[src/rtl/fir_mac_sequencer_if.sv]
// rtl/fir_mac_sequencer_if.sv - sample-strobe and memory/accumulator control bundle for the FIR MAC sequencer
//
// Purpose: groups the sequencer's handshake and control signals.
//   din_enable    new-sample strobe into the sequencer
//   wr_en/wr_addr sample-buffer write
//   rd_addr       sample-buffer read address (even tap)
//   coeffaddress  coefficient word address (two taps per word)
//   acc_clear     load instead of accumulate
//   acc_en        MAC-valid strobe
//   dout_latch    copy accumulators to output registers
//   busy          sample in progress
//   overrun       one-cycle dropped-sample pulse
//   ovr_count     dropped-sample count
// Modports: master = sequencer side, slave = datapath/source side.
interface fir_mac_sequencer_if #(
    parameter int AW = 7
);
    logic          din_enable;
    logic          wr_en;
    logic [AW-1:0] wr_addr;
    logic [AW-1:0] rd_addr;
    logic [AW-2:0] coeffaddress;
    logic          acc_clear;
    logic          acc_en;
    logic          dout_latch;
    logic          busy;
    logic          overrun;
    logic [15:0]   ovr_count;

    modport master (
        input  din_enable,
        output wr_en, wr_addr, rd_addr, coeffaddress, acc_clear, acc_en,
               dout_latch, busy, overrun, ovr_count
    );

    modport slave (
        output din_enable,
        input  wr_en, wr_addr, rd_addr, coeffaddress, acc_clear, acc_en,
               dout_latch, busy, overrun, ovr_count
    );
endinterface

[src/rtl/fir_mac_sequencer.sv]
// rtl/fir_mac_sequencer.sv - address/strobe sequencer for a symmetric two-taps-per-cycle FIR MAC
//
// Purpose: on each accepted sample, writes it into the circular sample buffer
// and walks NTAPS/2 coefficient words, producing read addresses and delayed
// accumulator strobes, then latches the result.
// Ports:
//   clock  - rising-edge clock
//   reset  - synchronous, active-high
//   bus    - fir_mac_sequencer_if.master (all control/handshake signals)
// Optional feature: define SEQ_OVERRUN_CNT_EN to enable the saturating
// dropped-sample counter (ovr_count); otherwise ovr_count is tied to 0.
module fir_mac_sequencer #(
    parameter int NTAPS = 128,
    parameter int AW    = 7
) (
    input  logic                   clock,
    input  logic                   reset,
    fir_mac_sequencer_if.master    bus
);
    localparam logic [1:0] S_IDLE  = 2'd0;
    localparam logic [1:0] S_ADDR  = 2'd1;
    localparam logic [1:0] S_DRAIN = 2'd2;
    localparam logic [1:0] S_LATCH = 2'd3;

    // NTAPS is a power of two, so the last word index NTAPS/2-1 is all ones.
    localparam logic [AW-2:0] K_LAST = {(AW-1){1'b1}};

    logic [1:0]    state_q, state_d;
    logic [AW-2:0] k_q, k_d;
    logic [AW-1:0] wptr_q, wptr_d;
    logic [AW-1:0] s_q, s_d;
    logic          wr_en_q, wr_en_d;
    logic          acc_en_q, acc_en_d;
    logic          acc_clear_q, acc_clear_d;
    logic          overrun_q, overrun_d;

    always_comb begin
        state_d   = state_q;
        k_d       = k_q;
        wptr_d    = wptr_q;
        s_d       = s_q;
        wr_en_d   = 1'b0;
        overrun_d = 1'b0;
        case (state_q)
            S_IDLE: begin
                if (bus.din_enable) begin
                    state_d = S_ADDR;
                    k_d     = '0;
                    s_d     = wptr_q;
                    wptr_d  = wptr_q + 1'b1;
                    wr_en_d = 1'b1;
                end
            end
            S_ADDR: begin
                overrun_d = bus.din_enable;
                if (k_q == K_LAST) begin
                    state_d = S_DRAIN;
                end else begin
                    k_d = k_q + 1'b1;
                end
            end
            S_DRAIN: begin
                overrun_d = bus.din_enable;
                state_d   = S_LATCH;
            end
            S_LATCH: begin
                overrun_d = bus.din_enable;
                state_d   = S_IDLE;
            end
            default: state_d = S_IDLE;
        endcase
    end

    // Accumulator strobes trail the address schedule by the memory read latency.
    assign acc_en_d    = (state_q == S_ADDR);
    assign acc_clear_d = (state_q == S_ADDR) && (k_q == '0);

    always_ff @(posedge clock) begin
        if (reset) begin
            state_q     <= S_IDLE;
            k_q         <= '0;
            wptr_q      <= '0;
            s_q         <= '0;
            wr_en_q     <= 1'b0;
            acc_en_q    <= 1'b0;
            acc_clear_q <= 1'b0;
            overrun_q   <= 1'b0;
        end else begin
            state_q     <= state_d;
            k_q         <= k_d;
            wptr_q      <= wptr_d;
            s_q         <= s_d;
            wr_en_q     <= wr_en_d;
            acc_en_q    <= acc_en_d;
            acc_clear_q <= acc_clear_d;
            overrun_q   <= overrun_d;
        end
    end

`ifdef SEQ_OVERRUN_CNT_EN
    logic [15:0] ovr_cnt_q;

    // Counts alongside the overrun pulse so the value is current while it is high.
    always_ff @(posedge clock) begin
        if (reset) begin
            ovr_cnt_q <= '0;
        end else if (overrun_d && (ovr_cnt_q != 16'hFFFF)) begin
            ovr_cnt_q <= ovr_cnt_q + 16'd1;
        end
    end

    assign bus.ovr_count = ovr_cnt_q;
`else
    assign bus.ovr_count = 16'd0;
`endif

    // Even tap 2k is s-2k; the AW-bit subtraction wraps modulo NTAPS.
    assign bus.rd_addr      = (state_q == S_ADDR) ? (s_q - {k_q, 1'b0}) : '0;
    assign bus.coeffaddress = (state_q == S_ADDR) ? k_q : '0;
    assign bus.wr_en        = wr_en_q;
    assign bus.wr_addr      = s_q;
    assign bus.acc_en       = acc_en_q;
    assign bus.acc_clear    = acc_clear_q;
    assign bus.dout_latch   = (state_q == S_LATCH);
    assign bus.busy         = (state_q != S_IDLE);
    assign bus.overrun      = overrun_q;
endmodule

[src/flat_wrapper.sv]
// flat-port wrapper written by rule: the top's interface ports become plain ports
module fir_mac_sequencer_flat 
#(
    parameter int NTAPS = 128,
    parameter int AW    = 7
)
  (clock, reset, bus_din_enable, bus_wr_en, bus_wr_addr, bus_rd_addr, bus_coeffaddress, bus_acc_clear, bus_acc_en, bus_dout_latch, bus_busy, bus_overrun, bus_ovr_count);
  fir_mac_sequencer_if #(.AW(AW)) bus_i ();
  input  logic clock;
  input  logic reset;
  input wire logic [$bits(bus_i.din_enable)-1:0] bus_din_enable;
  output wire logic [$bits(bus_i.wr_en)-1:0] bus_wr_en;
  output wire logic [$bits(bus_i.wr_addr)-1:0] bus_wr_addr;
  output wire logic [$bits(bus_i.rd_addr)-1:0] bus_rd_addr;
  output wire logic [$bits(bus_i.coeffaddress)-1:0] bus_coeffaddress;
  output wire logic [$bits(bus_i.acc_clear)-1:0] bus_acc_clear;
  output wire logic [$bits(bus_i.acc_en)-1:0] bus_acc_en;
  output wire logic [$bits(bus_i.dout_latch)-1:0] bus_dout_latch;
  output wire logic [$bits(bus_i.busy)-1:0] bus_busy;
  output wire logic [$bits(bus_i.overrun)-1:0] bus_overrun;
  output wire logic [$bits(bus_i.ovr_count)-1:0] bus_ovr_count;
  assign bus_i.din_enable = bus_din_enable;
  assign bus_wr_en = bus_i.wr_en;
  assign bus_wr_addr = bus_i.wr_addr;
  assign bus_rd_addr = bus_i.rd_addr;
  assign bus_coeffaddress = bus_i.coeffaddress;
  assign bus_acc_clear = bus_i.acc_clear;
  assign bus_acc_en = bus_i.acc_en;
  assign bus_dout_latch = bus_i.dout_latch;
  assign bus_busy = bus_i.busy;
  assign bus_overrun = bus_i.overrun;
  assign bus_ovr_count = bus_i.ovr_count;
  fir_mac_sequencer #(.NTAPS(NTAPS), .AW(AW)) u_core (.clock(clock), .reset(reset), .bus(bus_i));
endmodule
[config.mk]
export PLATFORM = sky130hd
export DESIGN_NAME = fir_mac_sequencer_flat
export DESIGN_NICKNAME = d
export VERILOG_FILES = /design/src/rtl/fir_mac_sequencer_if.sv /design/src/rtl/fir_mac_sequencer.sv /design/src/flat_wrapper.sv
export SDC_FILE = /design/constraint.sdc
export NUM_CORES = 1
export LEC_CHECK = 0
export ABC_AREA = 1
export CORE_UTILIZATION = 51
export DETAILED_ROUTE_END_ITERATION = 12
export PLACE_DENSITY = 0.84
export SLEW_MARGIN = 20
export SYNTH_ARGS = -nofsm -noshare
export SYNTH_HDL_FRONTEND = slang
export SYNTH_SLANG_ARGS = --single-unit
[constraint.sdc]
create_clock -name clock -period 2.9 [get_ports clock]
set_input_delay 0.58 -clock clock [delete_from_list [all_inputs] [get_ports clock]]
set_output_delay 0.58 -clock clock [all_outputs]
set_load 0.01 [all_outputs]
---- Word level (Yosys, flattened, before mapping) ----
Index checks and enable logic that the tools add are counted.
operators by class
  add/subtract/negate cells ............... 3
  equal/unequal tests ..................... 7
  mux-type cells .......................... 9
  bitwise gates (word level) .............. 2
  reduce and logical (&&, ||, !) cells .... 11
operator list
  operator                                              number
  two-way mux 6 bit                                     3
  one-hot mux 6 bit (2 select lines)                    1
  one-hot mux 2 bit (4 select lines)                    1
  adder 7 x 1 -> 7 bit (second input constant)          1
  two-way mux 7 bit                                     1
  subtractor 7 bit                                      1
  adder 6 x 1 -> 6 bit (second input constant)          1
  equality test 6 bit (second input constant)           1
  logical NOT 6 bit                                     1
  != test 2 bit (second input constant)                 3
  equality test 2 bit (second input constant)           2
  two-way mux 2 bit                                     2
  AND reduction 2 bit                                   2
  nonzero test 2 bit                                    2
  OR reduction 2 bit                                    2
  AND reduction 3 bit                                   1
  OR reduction 3 bit                                    1
  equality test 2 x 1 -> 1 bit (second input constant)  1
  logical NOT 2 bit                                     1
  inverter 1 bit                                        2
  logical AND 1 bit                                     1
  two-way mux 1 bit                                     1
storage, ports and cells
  register bits ........................... 26
  input port bits ......................... 3
  output and inout port bits .............. 42
  word-level logic and storage cells ...... 40

---- Logic depth before layout (Yosys ltp) ----
  word-level depth ........................ 4
  depth in mapped cells ................... 11
  depth with buffers taken out ............ 10

---- Worst setup path before layout ----
Ideal clock, no wire load.
  path kind ............................... flip-flop to output port
  start point ............................. register u_core.s_q[1], in the netlist u_core.bus.wr_addr[1]
  end point ............................... output bus_rd_addr[5]
  arrival time ............................ 1.528 ns
  data required time ...................... 2.320 ns
  path slack .............................. 0.792 ns
  stages on the path, launching flop included .. 10
  path buffers ............................ 0
  path through ............................ dfxtp_1 -> inv_1 -> ha_1 -> inv_1 -> fa_1 -> nand2_1 -> nand2_1 -> a21oi_1 -> o21ai_0 -> a21oi_1
between the ends
  longest elaborated chain between the ends .. 2
RTL lines
  item                    RTL line                  text
  start, declared         fir_mac_sequencer.sv:31   logic [AW-1:0] s_q, s_d;
  start signal, assigned  fir_mac_sequencer.sv:83   s_q <= '0;
  start signal, assigned  fir_mac_sequencer.sv:92   s_q <= s_d;
  subtractor 7 bit        fir_mac_sequencer.sv:118  assign bus.rd_addr = (state_q == S_ADDR) ? (s_q - {k_q, 1'b0}) : '0;
  two-way mux 7 bit       fir_mac_sequencer.sv:118
  end, declared           flat_wrapper.sv:14        output wire logic [$bits(bus_i.rd_addr)-1:0] bus_rd_addr;
Every way passes these cells.

---- Worst setup path after layout ----
  start point ............................. register u_core.s_q[1], in the netlist u_core.bus.wr_addr[1]
  end point ............................... output bus_rd_addr[3]
The elaborated chain is that of the path after synthesis.

==> metrics.txt <==
Post-synth EDFFs 0; Util after Layout 63.1%; CTS Sinks 26; Post-Syn Area 0.00161 mm^2; kind of path behind the tightest hold check reg2reg; Max Slew Vio Count 0; leakage 0.941 nW; remaining global-route overflow 0; sw power 0.606 mW; Setup CP Type reg2out; RR Startpoint u_core.state_q[0]; Synth Register Bits 26; initial antenna violation count 0; Post-CTS Hold Fix Bufs 0; number of post-CTS setup repair buffers 0; ys async rst share 0%; RSZ-0062 raised after global routing false; final period utilization 94.1%; largest cells by area after synthesis dfxtp_1, nand2_1, ha_1; die span in x 58.2 um; Switching Fraction 42.4%; post-route setup TNS 0 ns; Worst Slack Setup Final 0.172 ns; first-pass GRT wire length 5340 um; crit path capture bus_rd_addr[3]; DIE AREA 0.00339 mm^2; vias in the first global route 1169; final hold vios 0; vias per cell 4.73; Distinct cells, synth 26; RePlAce Congestion 0.833; Clock Latency Late Sink 0.33 ns; PD cells 749 mW/mm^2; Comb pwr share 53.3%; Mapped Avg Cell Area 7.03 um^2; Hold Path Origin u_core.wptr_q[6]; WP data arrival 2.15 ns; Clk pwr share 13.2%; mean routed wirelength per cell 10.5 um; gr usage total 20.8%; Crit path required time 2.32 ns; worst reg2reg path depth 9; first-pass detailed-route iteration total 8; Synth top area share 32.3%; Max Cap Viol 0; Routed WL 3130 um; initial core utilization 53.2%; Internal Power 0.825 mW; Port Buffers 28; # setup viols final 0; sequential area share after synthesis 32.3%; Rows 20; htree depth 1; largest net degree at the start of global routing 18; Bufs on Longest Clock Path 2; cell with the most instances after synthesis nand2_1; initial DRC count 86; Total Nets Final 272; crit end category primary output; clk slew on worst S/H paths 0.14 ns; min Tclk post-route 2.73 ns; layout cell share with drive strength beyond 1 9.41%; synthesis-to-finish area growth 18.6%; leading area contributor after synthesis dfxtp_1; root cell of the clock tree clkbuf_4; Post-DRT Antenna Nets 0; Antenna diodes 0; Seq pwr share 33.5%; Die Y 58.2 um; worst-path fanout max 3; DRC Markers 2; DP HPWL 2340 um; fmax 367 MHz; status finished with violations; Core Area 0.00303 mm^2; Crit. Startpoint u_core.bus.wr_addr[1]; CTS tree built; DP Worst Slack 0.219 ns; I/O pin total 45; Total Power 1.43 mW; TritonCTS Buffers 3; Cells after Synth 229; worst reg-to-reg setup slack 1.22 ns; post-cts resize count 3; Setup crit start kind register; leading cell types by count after synthesis nand2_1, inv_1, dfxtp_1; Reg-to-Reg End u_core.wptr_q[3]; failing checks DRC; Vias 1413; Main synth FF type dfxtp_1; Layout fillers 282; clock skew 0.00206 ns; peak supply drop 0.000379 V; Syn. warnings 0
placed cells by master (no fill, tap or decap), drive strengths merged:
| cell | count |
|---|---|
| nand2 | 48 |
| inv | 38 |
| dfxtp | 26 |
| clkdlybuf4s50 | 25 |
| a21oi | 21 |
| o21ai | 19 |
| nor2 | 17 |
| conb | 16 |
| nand3 | 12 |
| ha | 12 |
| nor3 | 6 |
| clkbuf | 5 |
| dlymetal6s2s | 2 |
| xor2 | 1 |
| clkinv | 1 |
| nor3b | 1 |
| or2 | 1 |
| o21a | 1 |
| nand4 | 1 |
| fa | 1 |
| buf | 1 |
cell type report:
cell class | count | area [um^2] | area share [%]
clock buffers | 4 | 36.3 | 1.90
inverters | 39 | 148 | 7.73
multi-input cells | 157 | 855 | 44.8
flip-flops and latches | 26 | 528 | 27.7
well taps | 44 | 55.1 | 2.88
repair buffers | 29 | 288 | 15.1
flip-flops by register name (all words and copies together) (netlist names):
| register | cells |
|---|---|
| u_core.bus.acc_clear | 1 |
| u_core.bus.acc_en | 1 |
| u_core.bus.overrun | 1 |
| u_core.bus.wr_addr | 7 |
| u_core.bus.wr_en | 1 |
| u_core.k_q | 6 |
| u_core.state_q | 2 |
| u_core.wptr_q | 7 |
worst max-delay path: stages (launching register included):
cell,delay [ns]
dfxtp_1,0.34
inv_1,0.07
ha_1,0.21
inv_1,0.08
fa_1,0.40
o21ai_0,0.18
a21oi_1,0.07
clkdlybuf4s50_1,0.48
stage by stage:
stage          area [um^2]  hold slack, ns  std cells
6_report              1910           0.494        299
5_1_grt               1910           0.511        299
4_1_cts               1890           0.492        299
3_5_place_dp          1850           0.470        295
3_3_place_gp          1850           0.464        295
2_1_floorplan         1670           0.444        244
kinds of logic after synthesis:
kind of cell    count (synthesis)  share of synthesized area (%)
fa+ha+maj                      13                           10.6
xor+xnor                        1                          0.544
simple gates                   86                           24.6
compound gates                 41                           12.9
other cells                     1                          0.233
flops                          26                           32.3
buf+inv                        61                           18.8
worst min-delay path by stage:
| stage | endpoint | slack [ns] | cells after the start |
|---|---|---|---|
| 2_1_floorplan | u_core.bus.wr_addr[6] | 0.44 | 2 |
| 3_3_place_gp | u_core.bus.wr_addr[6] | 0.46 | 2 |
| 3_5_place_dp | u_core.bus.wr_addr[6] | 0.47 | 2 |
| 4_1_cts | u_core.bus.wr_addr[6] | 0.49 | 2 |
| 5_1_grt | u_core.bus.wr_addr[1] | 0.51 | 2 |
| 6_report | u_core.bus.wr_addr[6] | 0.49 | 2 |
layer usage:
layer	GRT usage (%)	up-vias	share of wire, %	wire, um
met5	0	-	0	0
met4	9.18	0	1.5	46
met3	2.90	4	6.1	191
met2	32.2	55	45	1410
met1	28.7	610	47	1480
li1	-	744	-	-
power groups by stage:
stage	Combinational, mW	Clock [mW]	Sequential (mW)
3_3_place_gp	0.728	0	0.484
5_1_grt	0.866	0.203	0.489
4_1_cts	0.749	0.193	0.480
3_5_place_dp	0.747	0	0.486
2_1_floorplan	0.496	0	0.495
6_report	0.763	0.189	0.479
No activity file was read; power rests on OpenSTA's default activity.
